$ cat config.mk
export PLATFORM = sky130hd
export DESIGN_NAME = traffic_conflict_monitor_flat
export DESIGN_NICKNAME = d
export VERILOG_FILES = /design/src/rtl/traffic_conflict_monitor_if.sv /design/src/rtl/traffic_conflict_monitor.sv /design/src/flat_wrapper.sv
export SDC_FILE = /design/constraint.sdc
export NUM_CORES = 1
export LEC_CHECK = 0
export ABC_AREA = 1
export BUFFER_PORTS_ARGS = -buffer_cell sky130_fd_sc_hd__buf_2
export CAP_MARGIN = 20
export CORE_MARGIN = 2
export CORE_UTILIZATION = 64
export DETAILED_ROUTE_END_ITERATION = 10
export GPL_TIMING_DRIVEN = 0
export PLACE_DENSITY = 0.83
export SYNTH_ARGS = -nofsm -noshare
export SYNTH_HDL_FRONTEND = slang
export SYNTH_SLANG_ARGS = --single-unit
$ cat constraint.sdc
create_clock -name clock -period 3 [get_ports clock]
set_clock_uncertainty 0.1 [all_clocks]
set_input_delay 0.45 -clock clock [delete_from_list [all_inputs] [get_ports clock]]
set_output_delay 0.45 -clock clock [all_outputs]
set_load 0.05 [all_outputs]
$ cat src/rtl/traffic_conflict_monitor_if.sv
// Bundle of lamp drives, timebase, mode and acknowledge inputs plus the
// fault outputs of the traffic conflict monitor.
//   master : the controller / environment side (drives lamps, ptick, ptest, pack)
//   slave  : the monitor side (drives pfcode, pfault, pflash, pnfault)
interface traffic_conflict_monitor_if;
    logic       pgrn1;
    logic       pylw1;
    logic       pred1;
    logic       pgrn2;
    logic       pylw2;
    logic       pred2;
    logic       ptick;
    logic       ptest;
    logic       pack;
    logic [4:0] pfcode;
    logic       pfault;
    logic       pflash;
    logic [7:0] pnfault;

    modport master (
        output pgrn1, pylw1, pred1, pgrn2, pylw2, pred2, ptick, ptest, pack,
        input  pfcode, pfault, pflash, pnfault
    );

    modport slave (
        input  pgrn1, pylw1, pred1, pgrn2, pylw2, pred2, ptick, ptest, pack,
        output pfcode, pfault, pflash, pnfault
    );
endinterface

$ cat src/rtl/traffic_conflict_monitor.sv
// Traffic-light conflict monitor for a two-road intersection.
// Tracks each road's lamp state (RED/GRN/YLW), and latches sticky faults:
//   pfcode[0] conflict, [1] invalid lamp pattern, [2] illegal sequence,
//   [3] short yellow, [4] stall (no lamp-state change for WDOG ticks).
// Ports:
//   clock  : single clock, rising edge
//   pclr   : asynchronous active-high reset
//   bus    : slave modport -- lamp drives, ptick, ptest, pack in;
//            pfcode, pfault, pflash (= pfault), pnfault (saturating count of
//            fault-set events) out
module traffic_conflict_monitor #(
    parameter int unsigned MIN_YLW = 3,
    parameter int unsigned WDOG    = 1000
) (
    input  logic                        clock,
    input  logic                        pclr,
    traffic_conflict_monitor_if.slave   bus
);
    typedef enum logic [1:0] {
        ST_RED = 2'd0,
        ST_GRN = 2'd1,
        ST_YLW = 2'd2
    } road_st_t;

    localparam logic [7:0]  MIN_YLW_L = 8'(MIN_YLW);
    localparam logic [15:0] WDOG_L    = 16'(WDOG);

    logic [5:0]  lamp_all;
    logic [1:0]  inv_vec;
    logic [1:0]  nonred_vec;
    logic [1:0]  seq_vec;
    logic [1:0]  short_vec;
    logic [1:0]  chg_vec;

    logic        armed_reg;
    logic [15:0] wdog_reg, wdog_next;
    logic        stall_set;
    logic [4:0]  set_vec;
    logic [4:0]  code_reg, code_next;
    logic        fault_reg, fault_next;
    logic [7:0]  cnt_reg, cnt_next;

    assign lamp_all = {bus.pgrn2, bus.pylw2, bus.pred2,
                       bus.pgrn1, bus.pylw1, bus.pred1};

    genvar gi;
    generate
        for (gi = 0; gi < 2; gi++) begin : g_road
            logic [2:0] lamp;
            road_st_t   dec;
            road_st_t   trk_reg, trk_next;
            logic       dec_valid;
            logic       legal;
            logic [7:0] ycnt_reg;

            assign lamp = lamp_all[gi*3 +: 3];

            always_comb begin
                dec       = ST_RED;
                dec_valid = 1'b1;
                case (lamp)
                    3'b100:  dec = ST_GRN;
                    3'b010:  dec = ST_YLW;
                    3'b001:  dec = ST_RED;
                    default: dec_valid = 1'b0;
                endcase
            end

            always_comb begin
                legal = (dec == trk_reg)
                     || (trk_reg == ST_RED && dec == ST_GRN)
                     || (trk_reg == ST_GRN && dec == ST_YLW)
                     || (trk_reg == ST_YLW && dec == ST_RED);
                // An invalid pattern holds the tracked state; an illegal but
                // valid decode is still followed so tracking stays in step.
                trk_next = dec_valid ? dec : trk_reg;
            end

            assign inv_vec[gi]    = ~dec_valid;
            assign nonred_vec[gi] = dec_valid && (dec != ST_RED);
            // No sequence check on the arming edge: the first decode after
            // reset simply initialises the tracked state.
            assign seq_vec[gi]    = armed_reg && dec_valid && !legal;
            assign short_vec[gi]  = (trk_reg == ST_YLW) && dec_valid && (dec == ST_RED)
                                 && (ycnt_reg < MIN_YLW_L) && !bus.ptest;
            assign chg_vec[gi]    = (trk_next != trk_reg);

            always_ff @(posedge clock or posedge pclr) begin
                if (pclr) begin
                    trk_reg  <= ST_RED;
                    ycnt_reg <= 8'd0;
                end else begin
                    trk_reg <= trk_next;
                    if (trk_next == ST_YLW && trk_reg != ST_YLW) begin
                        ycnt_reg <= 8'd0;
                    end else if (trk_reg == ST_YLW && bus.ptick && ycnt_reg != 8'hFF) begin
                        ycnt_reg <= ycnt_reg + 8'd1;
                    end
                end
            end
        end
    endgenerate

    always_comb begin
        wdog_next = wdog_reg;
        stall_set = 1'b0;
        if (|chg_vec) begin
            wdog_next = 16'd0;
        end else if (bus.ptick && wdog_reg != 16'hFFFF) begin
            wdog_next = wdog_reg + 16'd1;
            // Stall fires on the tick that brings the count to WDOG, so an
            // acknowledge with ptick idle can clear it.
            stall_set = (wdog_next == WDOG_L) && !bus.ptest;
        end

        set_vec = {stall_set, |short_vec, |seq_vec, |inv_vec, &nonred_vec};

        // Acknowledge clears everything first; a set in the same edge wins.
        code_next  = (code_reg & ~{5{bus.pack}}) | set_vec;
        fault_next = |code_next;

        cnt_next = cnt_reg;
        if ((|(code_next & ~code_reg)) && cnt_reg != 8'hFF) begin
            cnt_next = cnt_reg + 8'd1;
        end
    end

    always_ff @(posedge clock or posedge pclr) begin
        if (pclr) begin
            armed_reg <= 1'b0;
            wdog_reg  <= 16'd0;
            code_reg  <= 5'd0;
            fault_reg <= 1'b0;
            cnt_reg   <= 8'd0;
        end else begin
            armed_reg <= 1'b1;
            wdog_reg  <= wdog_next;
            code_reg  <= code_next;
            fault_reg <= fault_next;
            cnt_reg   <= cnt_next;
        end
    end

    assign bus.pfcode  = code_reg;
    assign bus.pfault  = fault_reg;
    assign bus.pflash  = fault_reg;
    assign bus.pnfault = cnt_reg;
endmodule

$ cat src/flat_wrapper.sv
// flat-port wrapper written by rule: the top's interface ports become plain ports
module traffic_conflict_monitor_flat 
#(
    parameter int unsigned MIN_YLW = 3,
    parameter int unsigned WDOG    = 1000
)
  (clock, pclr, bus_pgrn1, bus_pylw1, bus_pred1, bus_pgrn2, bus_pylw2, bus_pred2, bus_ptick, bus_ptest, bus_pack, bus_pfcode, bus_pfault, bus_pflash, bus_pnfault);
  traffic_conflict_monitor_if bus_i ();
  input  logic clock;
  input  logic pclr;
  input wire logic [$bits(bus_i.pgrn1)-1:0] bus_pgrn1;
  input wire logic [$bits(bus_i.pylw1)-1:0] bus_pylw1;
  input wire logic [$bits(bus_i.pred1)-1:0] bus_pred1;
  input wire logic [$bits(bus_i.pgrn2)-1:0] bus_pgrn2;
  input wire logic [$bits(bus_i.pylw2)-1:0] bus_pylw2;
  input wire logic [$bits(bus_i.pred2)-1:0] bus_pred2;
  input wire logic [$bits(bus_i.ptick)-1:0] bus_ptick;
  input wire logic [$bits(bus_i.ptest)-1:0] bus_ptest;
  input wire logic [$bits(bus_i.pack)-1:0] bus_pack;
  output wire logic [$bits(bus_i.pfcode)-1:0] bus_pfcode;
  output wire logic [$bits(bus_i.pfault)-1:0] bus_pfault;
  output wire logic [$bits(bus_i.pflash)-1:0] bus_pflash;
  output wire logic [$bits(bus_i.pnfault)-1:0] bus_pnfault;
  assign bus_i.pgrn1 = bus_pgrn1;
  assign bus_i.pylw1 = bus_pylw1;
  assign bus_i.pred1 = bus_pred1;
  assign bus_i.pgrn2 = bus_pgrn2;
  assign bus_i.pylw2 = bus_pylw2;
  assign bus_i.pred2 = bus_pred2;
  assign bus_i.ptick = bus_ptick;
  assign bus_i.ptest = bus_ptest;
  assign bus_i.pack = bus_pack;
  assign bus_pfcode = bus_i.pfcode;
  assign bus_pfault = bus_i.pfault;
  assign bus_pflash = bus_i.pflash;
  assign bus_pnfault = bus_i.pnfault;
  traffic_conflict_monitor #(.MIN_YLW(MIN_YLW), .WDOG(WDOG)) u_core (.clock(clock), .pclr(pclr), .bus(bus_i));
endmodule
==> Implementation_results.wiki <==
{| class="wikitable"
! Metric !! Value
|-
| Area of the die || roughly 5400 µm²
|-
| Post-synth EDFFs || 0
|-
| Quantity of hold-fixing buffers added after cts || 1
|-
| Number of design-rule violations left by the first detailed-router iteration || between 150 and 200
|-
| Number of I/O port buffers || 25
|-
| FF+latch count, synth || between 50 and 60
|-
| Internal cell power || roughly 0.0011 W
|-
| Worst setup EP type || register
|-
| Combinational share of power || roughly 28%
|-
| Switching share of total power || a little under two fifths
|-
| Top flip-flop cell by instance count after synthesis || dfrtp_1
|-
| Number of distinct library cell variants in the gate-level netlist after synthesis || 30
|-
| Most repeated cell in the gate-level netlist after synthesis || nand2_1
|-
| FF-to-FF setup slack || between 0.6 and 0.7 ns
|-
| Setup Slack @ Placement || 0.610 ns
|-
| Overall global routing resource usage || about a quarter
|-
| Gp weighted congestion || 0.908
|-
| Final antenna-violating net count || 0
|-
| Number of search-and-repair iterations in the first detailed-routing pass || 5
|-
| Share of total power in the clock network || about a quarter
|-
| X dimension of the die || between 70 and 80 µm
|-
| First-pass GRT wire length || about 11,000 µm
|-
| Number of nets in the finished design || slightly below 500
|-
| Largest stage delay on the critical path || roughly 0.41 ns
|-
| Number of sinks handled by clock tree synthesis || about 50
|-
| CP max FO || 10
|-
| Library cell appearing most often on the critical path || nand2_1
|-
| Area added between synthesis and finish || 10.4%
|-
| Clock input transition at the sequential cells of the worst setup and hold paths || around 0.090 ns
|-
| Worst Setup Slack, final || around 0.67 ns
|-
| Worst flop-to-flop path startpoint || u_core.wdog_reg[1]$_DFFE_PP0P_
|-
| Maximum number of buffers from clock root to sink || 2
|-
| Min Clock Period, post-route || approximately 2.3 ns
|-
| Fraction of final layout cells with drive strength greater than 1 || a little over a tenth
|-
| Instance count of the mapped netlist || about 440
|-
| Run status || complete, no violations
|-
| Top achievable clock speed || between 400 and 500 MHz
|-
| Path depth of the worst reg2reg path || 15
|-
| HPWL after detailed placement || slightly below 5000 µm
|-
| Async set-or-reset flop fraction in the synthesized netlist || 100%
|-
| Capturing instance or port of the critical path || u_core.bus.pnfault[5]$_DFFE_PP0P_
|-
| Transition time at the pin with the least slew margin || 0.530 ns
|-
| Final slew viol count || 0
|-
| Crit path kind || reg -> reg
|-
| Area occupied by multi-input gates || around 1500 µm²
|-
| CP Data Required Time || slightly above 3 ns
|-
| Gr ovfl total || 0
|-
| Net switching power of the design || 0.000654 W
|-
| Clock insertion delay at the later pin of the skew report || 0.30 ns
|-
| Part of the power in registers || roughly half
|-
| Diode count || 0
|-
| Core footprint || 4690 µm²
|-
| Clock buffer count from CTS || 5
|-
| Max_slew headroom || 64.7%
|-
| Tightest Hold Check Type || in -> reg
|-
| Combined area of all synthesized cells || around 3100 µm²
|-
| Placement Cell Area || about 3300 µm²
|-
| Part of the Yosys area used for sequential elements || ~41%
|-
| Number of warnings reported in the yosys synthesis log || 0
|-
| Fill cell count || between 300 and 400
|-
| Fraction of post-synthesis cell area in the top cell type by area || around two fifths
|-
| Crit path launch || u_core.wdog_reg[1]$_DFFE_PP0P_
|-
| Total number of vias || slightly below 3,000
|-
| Vias per cell || 5.52
|-
| Wirelength, routed || roughly 6600 µm
|-
| Post-CTS setup buffer count || 0
|-
| List of most frequent post-synthesis cells || 116 x nand2_1, 73 x inv_1, 56 x nand3_1
|-
| Count of H-tree levels built during CTS || 2
|-
| Sum Neg Setup Slack || 0 ns
|-
| Final hold vios || 0
|-
| Largest cells by area after synthesis || dfrtp_1 41%, nand2_1 14%, nand3_1 9.1%
|-
| Setup repair after global routing missed its margin || false
|-
| Final worst-path cycle share || roughly 78%
|-
| Power density cells || 514 nW/µm²
|-
| Capture instance of the worst register-to-register path || u_core.bus.pnfault[5]$_DFFE_PP0P_
|-
| Area leader, netlist || dfrtp_1
|-
| Cell Chain, Critical Path || ha_1 > nand3_1 > nor2_1 > nand3_1 > nand2_1 > nand2_1 > nor2_1 > nand3_1 > nor2_1 > nand3_1 > nand2_2 > buf_6 > nand2_1 > nand2_1 > nand2_1
|-
| Average size of a mapped cell || 6.95 µm²
|-
| Number of antenna violations at the first check in global routing || 0
|-
| Clock Tree Root || clkbuf_8
|-
| Leakage power || around 1.7 nW
|-
| Maximum capacitance violations || 0
|-
| Mapped Nets || approximately 460
|-
| Maximum number of pins on one net before global-route repair || 45
|-
| Signal arrival time at the worst endpoint || approximately 2.4 ns
|-
| Final std cell area, no fill || about 3400 µm²
|-
| Boundary Pins || 26
|-
| DRC || 0
|-
| Initial core utilization || roughly 66%
|-
| Die Y-Extent || 73.4 µm
|-
| Sort of element at the start of the critical path || register
|-
| Number of global-route vias before repair || ~2,700
|-
| Number of gates resized after CTS || 0
|-
| Worst IR drop on VDD || approximately 0.4 mV
|-
| Critical-path cell with the highest stage delay || dfrtp_1
|-
| Footprint of the flip-flops and latches || ~1300 µm²
|-
| Routed length per placed instance || between 10 and 15 µm
|-
| Number of standard-cell rows in the floorplan || 25
|-
| Clock tree from TritonCTS || done
|-
| Total setup violations reported at the end of the flow || 0
|}
cell type report:
cell class,count,share of cell area (%)
Timing Repair Buffer,27,4.56
Clock buffer,6,2.43
Multi-Input combinational cell,314,44.0
Sequential cell,51,37.5
Clock inverter,2,0.478
Inverter,73,8.06
Tap cell,54,1.99
Buffer,5,0.957
worst max-delay path, delay by kind of cell (launching register included):
kind	cells	cell delay, ns
adders and majority gates	1	0.23
buffers and inverters	1	0.14
DFF	1	0.41
and+or+nand+nor	13	1.34
power groups by stage:
stage | Clock [W] | Sequential [W] | Combinational, W
2_1_floorplan | 0 | 0.000961 | 0.000255
4_1_cts | 0.000435 | 0.000841 | 0.000491
5_1_grt | 0.000470 | 0.000852 | 0.000544
6_report | 0.000420 | 0.000841 | 0.000489
3_5_place_dp | 0 | 0.000855 | 0.000489
3_3_place_gp | 0 | 0.000851 | 0.000468
layout by cell type, fill, tap and decap left out, types with 2 or more instances in the layout:
| master | instances |
|---|---|
| nand2_1 | 116 |
| inv_1 | 72 |
| nand3_1 | 56 |
| dfrtp_1 | 51 |
| nor2_1 | 44 |
| buf_2 | 27 |
| o21ai_0 | 23 |
| nand4_1 | 17 |
| a21oi_1 | 14 |
| nor3_1 | 9 |
| clkbuf_8 | 6 |
| nor2_2 | 5 |
| ha_1 | 4 |
| xor2_1 | 3 |
| nand2_2 | 3 |
| nand3b_1 | 3 |
| a31oi_1 | 3 |
| nor2_4 | 2 |
| xnor2_1 | 2 |
| nor3b_1 | 2 |
stage by stage:
step	instances	utilization (%)	power (W)	hold slack, ns
6_report	532	72.5	0.00175	0.316
5_1_grt	532	72.5	0.00187	0.317
4_1_cts	532	72.5	0.00177	0.308
3_5_place_dp	523	70.2	0.00134	0.268
3_3_place_gp	522	69.7	0.00132	0.377
2_1_floorplan	443	-	0.00122	0.383
logic make-up (layout without fill, tap and decap cells):
| group | after synthesis | after routing | share of synthesized area (%) |
|---|---|---|---|
| xor gates and xnor gates | 5 | 5 | 1.42 |
| and+or+nand+nor | 259 | 259 | 37.5 |
| AOI/OAI and AO/OA | 45 | 45 | 7.92 |
| other | 1 | 1 | 0.122 |
| adders and majority gates | 4 | 4 | 1.63 |
| DFF | 51 | 51 | 41.4 |
| buffers and inverters | 78 | 113 | 9.96 |
worst min-delay path by stage:
stage / from / to / slack [ns] / cells after the start
5_1_grt: bus_pack / u_core.bus.pfcode[2]$_DFF_PP0_ / 0.32 / 2
2_1_floorplan: u_core.g_road[0].ycnt_reg[1]$_DFFE_PP0P_ / u_core.g_road[0].ycnt_reg[1]$_DFFE_PP0P_ / 0.38 / 2
4_1_cts: bus_pack / u_core.bus.pfcode[2]$_DFF_PP0_ / 0.31 / 2
3_3_place_gp: u_core.bus.pnfault[5]$_DFFE_PP0P_ / u_core.bus.pnfault[5]$_DFFE_PP0P_ / 0.38 / 2
3_5_place_dp: pclr / u_core.g_road[1].ycnt_reg[1]$_DFFE_PP0P_ / 0.27 / 2
6_report: bus_pack / u_core.bus.pfcode[2]$_DFF_PP0_ / 0.32 / 2
routing by layer:
layer / share of wire [%] / routed length [µm] / up-vias / global-route usage [%]
met4: 1.1 / 74 / 0 / 7.88
li1: - / - / 1498 / -
met3: 5.2 / 343 / 10 / 4.94
met2: 50 / 3310 / 99 / 45.6
met5: 0 / 0 / - / 0
met1: 43 / 2860 / 1330 / 32.9
No activity file was read; power rests on OpenSTA's default activity.
